## src/rtl/datamemory_arb_pkg.sv

```systemverilog
// Shared definitions for the DataMemory arbiter slice.
//   - state_t   : arbiter FSM encoding (IDLE / ISSUE / WAIT)
//   - DEF_*     : default address/data widths of DataMemory
//   - REQ0/REQ1 : requester identifiers used for grant index and ownership
package datamemory_arb_pkg;

  localparam int DEF_ADDR_WIDTH = 10;
  localparam int DEF_DATA_WIDTH = 8;

  localparam logic REQ0 = 1'b0;
  localparam logic REQ1 = 1'b1;

  typedef enum logic [1:0] {
    IDLE  = 2'd0,
    ISSUE = 2'd1,
    WAIT  = 2'd2
  } state_t;

endpackage

```

## src/rtl/rr_arbiter2.sv

```systemverilog
// Two-way round-robin arbiter, purely combinational.
// Ports:
//   valid[1:0]  in   pending requests (bit n = requester n)
//   last_grant  in   requester that won most recently (pointer kept by parent)
//   enable      in   when low, no grant is issued
//   grant[1:0]  out  one-hot grant, zero when disabled or nothing valid
//   grant_idx   out  index of the winner (meaningful only when grant != 0)
module rr_arbiter2
  import datamemory_arb_pkg::*;
(
  input  logic [1:0] valid,
  input  logic       last_grant,
  input  logic       enable,
  output logic [1:0] grant,
  output logic       grant_idx
);

  always_comb begin
    grant_idx = REQ0;
    grant     = 2'b00;
    // On contention the requester that did not win last time goes first;
    // otherwise the single valid requester wins.
    if (valid == 2'b11) begin
      grant_idx = ~last_grant;
    end else if (valid[1]) begin
      grant_idx = REQ1;
    end
    if (enable && (valid != 2'b00)) begin
      grant = (grant_idx == REQ1) ? 2'b10 : 2'b01;
    end
  end

endmodule

```

## src/rtl/datamemory_arbiter.sv

```systemverilog
// Shares a single-port DataMemory between two requesters.
//
// Handshake: a requester raises i_ReqValidN with a stable payload
// (write flag, address, write data) and holds it until it sees o_ReqReadyN
// high at a rising edge; that edge is the accept. Ready is combinational and
// only offered in IDLE to the round-robin winner. Read data comes back later
// as a one-cycle o_RespValidN pulse with o_RespDataN; writes get no response.
//
// Ports:
//   i_clk, i_rst                      clock, async active-high reset
//   i_ReqValidN/WriteN/AddressN/WriteDataN  request from requester N
//   o_ReqReadyN                       request accepted this cycle
//   o_RespValidN, o_RespDataN         read response to requester N
//   o_MemAddress/WriteData/WriteEn/ReadEn, i_MemReadData  DataMemory side
//   o_Busy                            FSM is not in IDLE
module datamemory_arbiter
  import datamemory_arb_pkg::*;
#(
  parameter int ADDR_WIDTH   = DEF_ADDR_WIDTH,
  parameter int DATA_WIDTH   = DEF_DATA_WIDTH,
  parameter int READ_LATENCY = 1
) (
  input  logic                  i_clk,
  input  logic                  i_rst,
  input  logic                  i_ReqValid0,
  input  logic                  i_ReqValid1,
  input  logic                  i_ReqWrite0,
  input  logic                  i_ReqWrite1,
  input  logic [ADDR_WIDTH-1:0] i_ReqAddress0,
  input  logic [ADDR_WIDTH-1:0] i_ReqAddress1,
  input  logic [DATA_WIDTH-1:0] i_ReqWriteData0,
  input  logic [DATA_WIDTH-1:0] i_ReqWriteData1,
  output logic                  o_ReqReady0,
  output logic                  o_ReqReady1,
  output logic                  o_RespValid0,
  output logic                  o_RespValid1,
  output logic [DATA_WIDTH-1:0] o_RespData0,
  output logic [DATA_WIDTH-1:0] o_RespData1,
  output logic [ADDR_WIDTH-1:0] o_MemAddress,
  output logic [DATA_WIDTH-1:0] o_MemWriteData,
  output logic                  o_MemWriteEn,
  output logic                  o_MemReadEn,
  input  logic [DATA_WIDTH-1:0] i_MemReadData,
  output logic                  o_Busy
);

  localparam int CNT_W = (READ_LATENCY > 1) ? $clog2(READ_LATENCY) : 1;

  state_t           state_q, state_d;
  logic             owner_q;
  logic             write_q;
  logic             last_grant_q;
  logic [CNT_W-1:0] cnt_q;

  logic [1:0]       grant;
  logic             grant_idx;
  logic             accept;
  logic             sel_write;
  logic [ADDR_WIDTH-1:0] sel_addr;
  logic [DATA_WIDTH-1:0] sel_wdata;
  logic             resp_fire;

  // Reset gates the enable so ready drops the moment reset is asserted,
  // even though the FSM already sits in IDLE.
  rr_arbiter2 u_arb (
    .valid      ({i_ReqValid1, i_ReqValid0}),
    .last_grant (last_grant_q),
    .enable     ((state_q == IDLE) && !i_rst),
    .grant      (grant),
    .grant_idx  (grant_idx)
  );

  assign o_ReqReady0 = grant[0];
  assign o_ReqReady1 = grant[1];
  assign accept      = |grant;
  assign o_Busy      = (state_q != IDLE);

  assign sel_write = (grant_idx == REQ1) ? i_ReqWrite1     : i_ReqWrite0;
  assign sel_addr  = (grant_idx == REQ1) ? i_ReqAddress1   : i_ReqAddress0;
  assign sel_wdata = (grant_idx == REQ1) ? i_ReqWriteData1 : i_ReqWriteData0;

  // Last WAIT cycle: memory data is valid now and is captured at this edge.
  assign resp_fire = (state_q == WAIT) && (cnt_q == '0);

  always_ff @(posedge i_clk or posedge i_rst) begin
    if (i_rst) state_q <= IDLE;
    else       state_q <= state_d;
  end

  always_comb begin
    state_d = state_q;
    case (state_q)
      IDLE:    if (accept) state_d = ISSUE;
      ISSUE:   state_d = write_q ? IDLE : WAIT;
      WAIT:    if (cnt_q == '0) state_d = IDLE;
      default: state_d = IDLE;
    endcase
  end

  always_ff @(posedge i_clk or posedge i_rst) begin
    if (i_rst) begin
      owner_q        <= REQ0;
      write_q        <= 1'b0;
      last_grant_q   <= REQ1;
      cnt_q          <= '0;
      o_MemAddress   <= '0;
      o_MemWriteData <= '0;
      o_MemWriteEn   <= 1'b0;
      o_MemReadEn    <= 1'b0;
      o_RespValid0   <= 1'b0;
      o_RespValid1   <= 1'b0;
      o_RespData0    <= '0;
      o_RespData1    <= '0;
    end else begin
      // Strobes are registered from the accept, so they are high exactly
      // during the single ISSUE cycle.
      o_MemWriteEn <= accept & sel_write;
      o_MemReadEn  <= accept & ~sel_write;

      if (accept) begin
        owner_q        <= grant_idx;
        write_q        <= sel_write;
        last_grant_q   <= grant_idx;
        o_MemAddress   <= sel_addr;
        o_MemWriteData <= sel_wdata;
      end

      if ((state_q == ISSUE) && !write_q) begin
        cnt_q <= CNT_W'(READ_LATENCY - 1);
      end else if ((state_q == WAIT) && (cnt_q != '0)) begin
        cnt_q <= cnt_q - 1'b1;
      end

      o_RespValid0 <= resp_fire && (owner_q == REQ0);
      o_RespValid1 <= resp_fire && (owner_q == REQ1);
      if (resp_fire && (owner_q == REQ0)) o_RespData0 <= i_MemReadData;
      if (resp_fire && (owner_q == REQ1)) o_RespData1 <= i_MemReadData;
    end
  end

endmodule

```

## config.mk

```make
export PLATFORM = sky130hd
export DESIGN_NAME = datamemory_arbiter
export DESIGN_NICKNAME = d
export VERILOG_FILES = /design/src/rtl/datamemory_arb_pkg.sv /design/src/rtl/rr_arbiter2.sv /design/src/rtl/datamemory_arbiter.sv
export SDC_FILE = /design/constraint.sdc
export NUM_CORES = 1
export LEC_CHECK = 0
export ABC_AREA = 1
export CAP_MARGIN = 20
export CORE_MARGIN = 3
export CORE_UTILIZATION = 45
export DETAILED_ROUTE_END_ITERATION = 10
export GPL_TIMING_DRIVEN = 0
export HOLD_SLACK_MARGIN = 0.03
export PLACE_DENSITY = 0.86
export SLEW_MARGIN = 40
export SYNTH_ARGS = -nofsm -noshare
export SYNTH_HDL_FRONTEND = slang
export SYNTH_HIERARCHICAL = 1
export SYNTH_SLANG_ARGS = --single-unit
```

## constraint.sdc

```tcl
create_clock -name i_clk -period 4.72 [get_ports i_clk]
set_clock_uncertainty 0.2 [all_clocks]
set_input_delay 0.944 -clock i_clk [delete_from_list [all_inputs] [get_ports i_clk]]
set_output_delay 0.944 -clock i_clk [all_outputs]
set_load 0.01 [all_outputs]
```

== Word level (Yosys, flattened, before mapping) ==
Index checks and enable logic that the tools add are counted.
Storage, ports and cells
  register bits: 44
  latch bits: 0
  memory bits (writable): 0
  bits in read-only memories: 0
  input port bits: 50
  logic and storage cells: 53
  memories kept: 0
Operators by class
  add/subtract/negate cells: 1
  multiply operators: 0
  divide/modulo/power cells: 0
  magnitude comparators: 0
  eq/ne operators: 5
  shift operators: 0
  muxes and demuxes: 13
  bitwise gates (word level): 6
  reduce and logical (&&, ||, !) cells: 15
Operator list (count)
  $mux 10: 1
  $mux 2: 5
  $mux 8: 1
  $logic_and 1x1->1: 7
  $pmux 2 s3: 1
  $reduce_bool 2->1: 3
  $mux 1: 5
  $eq 2x2->1 const B: 2
  $ne 2x2->1 const B: 2
  $not 1->1: 4
  $and 1x1->1: 2
  $eq 2x1->1 const B: 1
  $logic_not 1->1: 2
  $logic_not 2->1: 1
  $reduce_and 2->1: 1
  $reduce_or 2->1: 1
  $sub 1x1->1 const B: 1

== Logic depth before layout (Yosys ltp) ==
Gate-level depths: netlist of the first run.
  depth in word-level cells: 7
  mapped depth: 10

== Modules after synthesis ==
Netlist of the first run, hierarchy kept.
Modules (own cells, without submodules)
  datamemory_arbiter: times used 1, cells an instance 243, area each 2000.7 um^2, seq. area each 1102.3 um^2
  rr_arbiter2: times used 1, cells an instance 8, area each 36.3 um^2, seq. area each 0.0 um^2

== Worst setup path after synthesis of the first run ==
Ideal clock, no wire load.
  kind: input port to output port
  from: input port i_rst
  to: output port o_ReqReady0
  data arrival time: 1.386 ns
  path slack: 2.190 ns
  stages: 3
  path buffers: 0
  cells stage by stage: nor2_1 -> nand2_1 -> a21oi_1
Between the ends
  word-level cells in the longest chain between the ends: 4
Ends and longest elaborated chain
  start: declaration: RTL line datamemory_arbiter.sv:24  | input logic i_rst,
  $logic_not 1->1 (no line)
  $logic_and 1x1->1: RTL line datamemory_arbiter.sv:68  | .enable ((state_q == IDLE) && !i_rst),
  $logic_and 1x1->1: RTL line rr_arbiter2.sv:28  | if (enable && (valid != 2'b00)) begin
  $mux 2: RTL line rr_arbiter2.sv:28
  end: declaration: RTL line datamemory_arbiter.sv:33  | output logic o_ReqReady0,
Every way passes these cells.

== Worst setup path in the final report of the first run ==
Same ends and word-level chain as after synthesis.

==> summary.md, run 1 <==
| Metric | Value |
|---|---|
| Largest net degree at the start of global routing | 45 |
| Grt ovf | 0 |
| DRC | 0 |
| TritonCTS Buffers | 5 |
| Synth warn | 6 |
| Worst hold path class | flop to flop |
| Total GRT Usage | 21.7% |
| Fraction of layout cells with a size suffix above 1 | 8.88% |
| Setup violations, final | 0 |
| Startpoint types | primary input |
| Chip height | 73.3 µm |
| Final Power | 1.77 mW |
| Crit path cell chain | clkdlybuf4s50_1, nor2_1, nand2_1, a21oi_1, clkdlybuf4s50_1 |
| Port buffer count | 90 |
| RSZ-0062 raised after global routing | false |
| Critical Path AT | 2.46 ns |
| CTS Root Cell | clkbuf_8 |
| H-tree levels | 2 |
| IO Count | 91 |
| VDD IR max | 0.000264 V |
| First-pass GRT wire length | 8870 µm |
| Setup crit start | i_rst |
| Top cell type by total area after synthesis | dfrtp_1 |
| Worst skew pair latency | 0.29 ns |
| Period Utilization, post-route | 76.4% |
| Vias in the first global route | 2057 |
| CTS max path bufs | 2 |
| Total Nets Final | 398 |
| Gpl congestion | 0.774 |
| Crit path capture type | output pin |
| Status | completed |
| Slew of the pin with the lowest slew margin | 0.527 ns |
| Yosys reg bits | 44 |
| Critical Path RT | 3.58 ns |
| Initial drt markers | 103 |
| Wire per inst | 13.3 µm |
| Drt pass-1 iters | 4 |
| Hold_buf cts | 0 |
| Cells after synthesis | 251 |
| Resized cells post-CTS | 0 |
| Rel. slew slack | 64.8% |
| Post-Route Utilization | 74.9% |
| Post-route ant nets | 0 |
| Vias | 1960 |
| CORE AREA | 4170 µm² |
| Slew Limit Fails | 0 |
| Post-CTS Setup Inserts | 0 |
| Slowest library cell on the worst path | clkdlybuf4s50_1 |
| Hold Startpoint | o_RespData1[1] |
| Antenna fix cells | 0 |
| Post-Place Setup Slack | 1.10 ns |
| Post-layout min period | 3.60 ns |
| Avg Vias per Cell | 4.91 |
| Distinct cells, synth | 22 |
| Initial antenna violation count | 0 |
| Die width | 73.3 µm |
| FMAX | 277 MHz |
| Leakage | 1.57 nW |
| WL final | 5300 µm |
| CTS tree | built |
| Crit Reg-Reg Startpoint | state_q[0] |
| Layout Area Growth over Synthesis | 53.4% |
| Seq/Total Area, Yosys | 54.1% |
| CP max FO | 2 |
| Setup WS post-layout | 1.12 ns |
| Synth area leaders | dfrtp_1 53%, nand2_1 21%, nand4_1 4.9% |
| Post-synth net total | 301 |
| CTS Sinks | 44 |
| CP max stage delay | 0.58 ns |
| MaxCap Viol Count | 0 |
| Share of the synthesized area in the top cell type | 52.8% |
| Crit path top cell by count | clkdlybuf4s50_1 |
| PD cells | 568 nW/µm² |
| DP HPWL | 3970 µm |
| Mapped cell area | 2040 µm² |
| Final non-filler cell total | 399 |
| Worst-path clk slew | 0.08 ns |
| Setup_tns | 0 ns |
| Final hold violation count | 0 |
| Die area | 5370 µm² |
| Initial Util | 48.8% |
| Mean post-synth cell area | 8.12 µm² |
| Placed Instances | 391 |
| Rows | 23 |
| Setup CP Type | primary input to output pin |
## layer usage
| metal | vias up | share of wire (%) | wire length [µm] | GRT usage, % |
|---|---|---|---|---|
| met4 | 0 | 1.8 | 95 | 10.0 |
| met2 | 85 | 49 | 2580 | 36.3 |
| li1 | 979 | - | - | - |
| met5 | - | 0 | 0 | 0 |
| met1 | 886 | 40 | 2100 | 24.5 |
| met3 | 10 | 9.9 | 523 | 7.80 |
## synthesized netlist by cell type
| master | number |
|---|---|
| a21oi_1 | 1 |
| buf_2 | 4 |
| buf_4 | 3 |
| buf_8 | 1 |
| clkbuf_1 | 2 |
| clkbuf_4 | 1 |
| dfrtp_1 | 43 |
| dfstp_2 | 1 |
| inv_1 | 25 |
| inv_2 | 5 |
| inv_4 | 1 |
| nand2_1 | 115 |
| nand2_2 | 1 |
| nand3_4 | 2 |
| nand4_1 | 16 |
| nor2_1 | 4 |
| nor2_2 | 2 |
| nor2_8 | 1 |
| nor3_1 | 1 |
| o21ai_0 | 1 |
| o21ai_1 | 20 |
| o31ai_1 | 1 |
## logic make-up (layout without fill, tap and decap cells)
kind of cell | Yosys count | in the layout | synth area share [%]
AND/OR/NAND/NOR | 142 | 142 | 30.7
flip-flops | 44 | 44 | 54.1
AO/OA/AOI/OAI | 23 | 23 | 5.77
buffers and inverters | 42 | 140 | 9.40
## sequential cells by signal, indices dropped and copies added (netlist names), 2 cells and up
name and count:
o_RespData0 8, o_MemAddress 10, state_q 2, o_MemWriteData 8, o_RespData1 8
## critical path: cells and delay by family
kind / cells / cell delay [ns]
compound gates: 1 / 0.21
buf+inv: 2 / 1.04
simple gates: 2 / 0.26
## report_power, final
group,total (mW),internal (mW),switching [mW]
Sequential,0.649,0.546,0.103
Clock,0.300,0.173,0.127
Combinational,0.824,0.423,0.401
## stage by stage
step / hold slack [ns] / instance area, µm²
floorplan: 0.254 / 2040
global placement: 0.255 / 3000
detailed placement: 0.259 / 3000
CTS: 0.278 / 3120
global route: 0.298 / 3120
finish: 0.276 / 3120
## path summary, 6_finish.rpt
kind,endpoint,depth (start not counted),slack [ns]
hold reg to reg,o_RespData1[1],2,0.28
max in group asynchronous,last_grant_q,2,3.08
setup / recovery,o_ReqReady0,5,1.12
min in group asynchronous,o_MemWriteEn,2,0.86
setup reg to reg,o_MemAddress[3],10,2.63
hold / removal,o_RespData1[1],2,0.28
## cell type report
cell class | instances | area, µm²
flip-flops and latches | 44 | 1100
fillers | 304 | 1050
repair buffers | 90 | 901
multi-input cells | 165 | 743
inverters | 31 | 121
clock buffers | 6 | 82.6
plain buffers | 11 | 72.6
well taps | 50 | 62.6
clock inverters | 2 | 38.8
## cells in the final DEF (no fill, tap or decap)
master,n
bufinv_16,1
nand3_4,2
clkbuf_8,6
buf_8,1
clkbuf_1,2
clkbuf_4,1
dfrtp_1,43
clkdlybuf4s50_1,90
buf_2,4
o21ai_0,1
inv_1,24
clkinv_4,1
nand4_1,16
nand2_2,1
o31ai_1,1
nor2_1,4
a21oi_1,1
nor2_2,2
dfstp_2,1
nand2_1,115
inv_4,2
o21ai_1,20
nor3_1,1
inv_2,5
buf_4,3
nor2_8,1
(Power assumes the default switching activity.)
==> run 2, diff against run 1 <==
Settings changed: CORE_UTILIZATION 45 to 42, PLACE_DENSITY 0.86 to 0.82.
Clock period 4.72 ns to 3.6 ns, I/O delays scaled along.
==> run 2 against run 1 <==
  * Sequential cell count did not move
  * Clock-buffer cell count did not move
  * Combinational power rose by 31%
  * Core utilization fell by 6.1 points
  * Sequential share of layout area rose by 0.30 points
  * Via count fell by 2.9%
  * Non-clock buffer count did not move
  * Hold slack got worse by 0.0057 ns
  * Clock power rose by 6%
  * Critical path depth did not move
  * Sequential power rose by 30%
  * First-iteration DRC count fell by 53%
==> summary.md, run 2 (synthesized netlist as in run 1, its figures left out) <==
| Metric | Value |
|---|---|
| Status | completed |
| VDD IR max | 0.000317 V (+20%) |
| Initial antenna violation count | 0 (unchanged) |
| H-tree levels | 2 (unchanged) |
| Largest register FFs | 10 (unchanged) |
| Largest reg by FF count | o_MemAddress |
| Layout Area Growth over Synthesis | 52.1% |
| CP max stage delay | 0.58 ns (about the same) |
| Worst skew pair latency | 0.30 ns (about the same) |
| Rel. slew slack | 65.4% (+0.58 points) |
| CTS Root Cell | clkbuf_8 |
| Crit path capture type | output pin |
| DP HPWL | 3850 µm (-3.1%) |
| Grt ovf | 0 (unchanged) |
| Post-layout min period | 3.08 ns |
| P_int | 1.42 mW (+25%) |
| PD cells | 722 nW/µm² (+27%) |
| Family with the most delay on the worst path | buffers and inverters |
| Psw | 0.812 mW (+29%) |
| Worst-path clk slew | 0.08 ns (about the same) |
| Startpoint types | primary input |
| Total GRT Usage | 18.8% (-2.9 points) |
| Hold_buf cts | 0 (unchanged) |
| Port buffer count | 90 (unchanged) |
| Post-route ant nets | 0 (unchanged) |
| Slew Limit Fails | 0 (unchanged) |
| Slew of the pin with the lowest slew margin | 0.519 ns (-0.00875 ns) |
| Clk pwr share | 14.2% (-2.7 points) |
| Initial Util | 45.2% (-3.6 points) |
| WL final | 5010 µm (-5.5%) |
| Avg Vias per Cell | 4.75 (-3.3%) |
| Critical Path AT | 2.16 ns (-0.30 ns) |
| FMAX | 325 MHz |
| Resized cells post-CTS | 0 (unchanged) |
| Commonest non-fill, non-tap cell in the layout | nand2_1 |
| Post-CTS Setup Inserts | 0 (unchanged) |
| Rows | 24 (+4.3%) |
| Fraction of layout cells with a size suffix above 1 | 8.88% (unchanged) |
| Worst hold path class | flop to flop |
| Metal2 WL | 2420 µm (-6.2%) |
| Crit path cell chain | clkdlybuf4s50_1, nor2_1, nand2_1, a21oi_1, clkdlybuf4s50_1 |
| Final Power | 2.24 mW (+26%) |
| Proportion of power drawn by combinational gates | 48.2% (+1.7 points) |
| Most frequent cells in the layout | 115 x nand2_1, 90 x clkdlybuf4s50_1, 43 x dfrtp_1 |
| Sequential share of power | 37.6% (+1.0 points) |
| Die width | 75.6 µm (+3.2%) |
| Vias in the first global route | 1864 (-9.4%) |
| CP Buf/Inv Count | 2 (unchanged) |
| Period Utilization, post-route | 85.6% |
| Antenna fix cells | 0 (unchanged) |
| Largest net degree at the start of global routing | 45 (unchanged) |
| Met1 WL | 2030 µm (-3.5%) |
| Slowest library cell on the worst path | clkdlybuf4s50_1 |
| Setup CP Type | primary input to output pin |
| CTS Sinks | 44 (unchanged) |
| Reg2reg setup slack | 1.56 ns (-1.07 ns) |
| Vias | 1904 (-2.9%) |
| IO Count | 91 (unchanged) |
| Total Nets Final | 398 (unchanged) |
| Die area | 5720 µm² (+6.5%) |
| RSZ-0062 raised after global routing | false |
| Setup_tns | 0 ns (unchanged) |
| Met3 Routed Length | 482 µm (-7.8%) |
| Initial drt markers | 48 (-53%) |
| Final hold violation count | 0 (unchanged) |
| CTS tree | built |
| Chip height | 75.6 µm (+3.2%) |
| Gpl congestion | 0.827 (+6.9%) |
| Post-Route Utilization | 68.8% (-6.1 points) |
| DRC | 0 (unchanged) |
| Switching Share | 36.3% (+0.74 points) |
| CP max FO | 2 (unchanged) |
| Crit path top cell by count | clkdlybuf4s50_1 |
| CORE AREA | 4500 µm² (+7.9%) |
| MaxCap Viol Count | 0 (unchanged) |
| Wire per inst | 12.5 µm (-5.9%) |
| Fillers | 397 (+31%) |
| CTS max path bufs | 2 (unchanged) |
| Drt pass-1 iters | 4 (unchanged) |
| Critical Path RT | 2.68 ns (-0.90 ns) |
| First-pass GRT wire length | 7980 µm (-10%) |
| Top Layer Used | met4 |
| Leakage | 1.56 nW (-0.67%) |
| Setup violations, final | 0 (unchanged) |
| TritonCTS Buffers | 5 (unchanged) |
[run 2: cell type report]
class	count	area, µm²	share of cell area (%)
Buffer	11	72.6	2.34
Timing Repair Buffer	90	901	29.1
Clock inverter	2	10.0	0.323
Inverter	31	121	3.92
Sequential cell	44	1100	35.6
Multi-Input combinational cell	165	743	24.0
Clock buffer	6	82.6	2.67
Tap cell	52	65.1	2.10
[run 2: metal layers]
| metal | up-vias | GRT usage (%) |
|---|---|---|
| met1 | 843 | 20.9 |
| met5 | - | 0 |
| li1 | 973 | - |
| met2 | 80 | 31.8 |
| met3 | 8 | 8.31 |
| met4 | 0 | 6.80 |
[run 2: final timing paths]
path / start / cells after the start / to
max: i_rst / 5 / o_ReqReady0
min: o_RespData1[2] / 2 / o_RespData1[2]
max reg2reg: state_q[0] / 10 / o_MemAddress[8]
min reg2reg: o_RespData1[2] / 2 / o_RespData1[2]
max in group asynchronous: i_rst / 2 / last_grant_q
min in group asynchronous: i_rst / 2 / o_MemWriteEn
[run 2: per-stage QoR]
stage | setup WS, ns | std cells | hold slack [ns] | cell area (µm²)
2_1_floorplan | 1.52 | 251 | 0.254 | 2040
3_3_place_gp | 0.561 | 393 | 0.256 | 3000
3_5_place_dp | 0.498 | 393 | 0.258 | 3010
4_1_cts | 0.499 | 401 | 0.278 | 3100
5_1_grt | 0.428 | 401 | 0.308 | 3100
6_report | 0.519 | 401 | 0.270 | 3100
[run 2: worst min-delay path: stages, from the launching register on]
cell and delay, ns:
dfrtp_1 0.35, nand2_1 0.05, nand2_1 0.04
[run 2: power groups by stage]
| stage | Clock [mW] | Sequential [mW] | Combinational [mW] |
|---|---|---|---|
| detailed placement | 0 | 0.848 | 1.09 |
| floorplan | 0 | 0.929 | 0.420 |
| finish | 0.317 | 0.842 | 1.08 |
| CTS | 0.321 | 0.845 | 1.09 |
| global route | 0.334 | 0.873 | 1.20 |
| global placement | 0 | 0.843 | 1.06 |
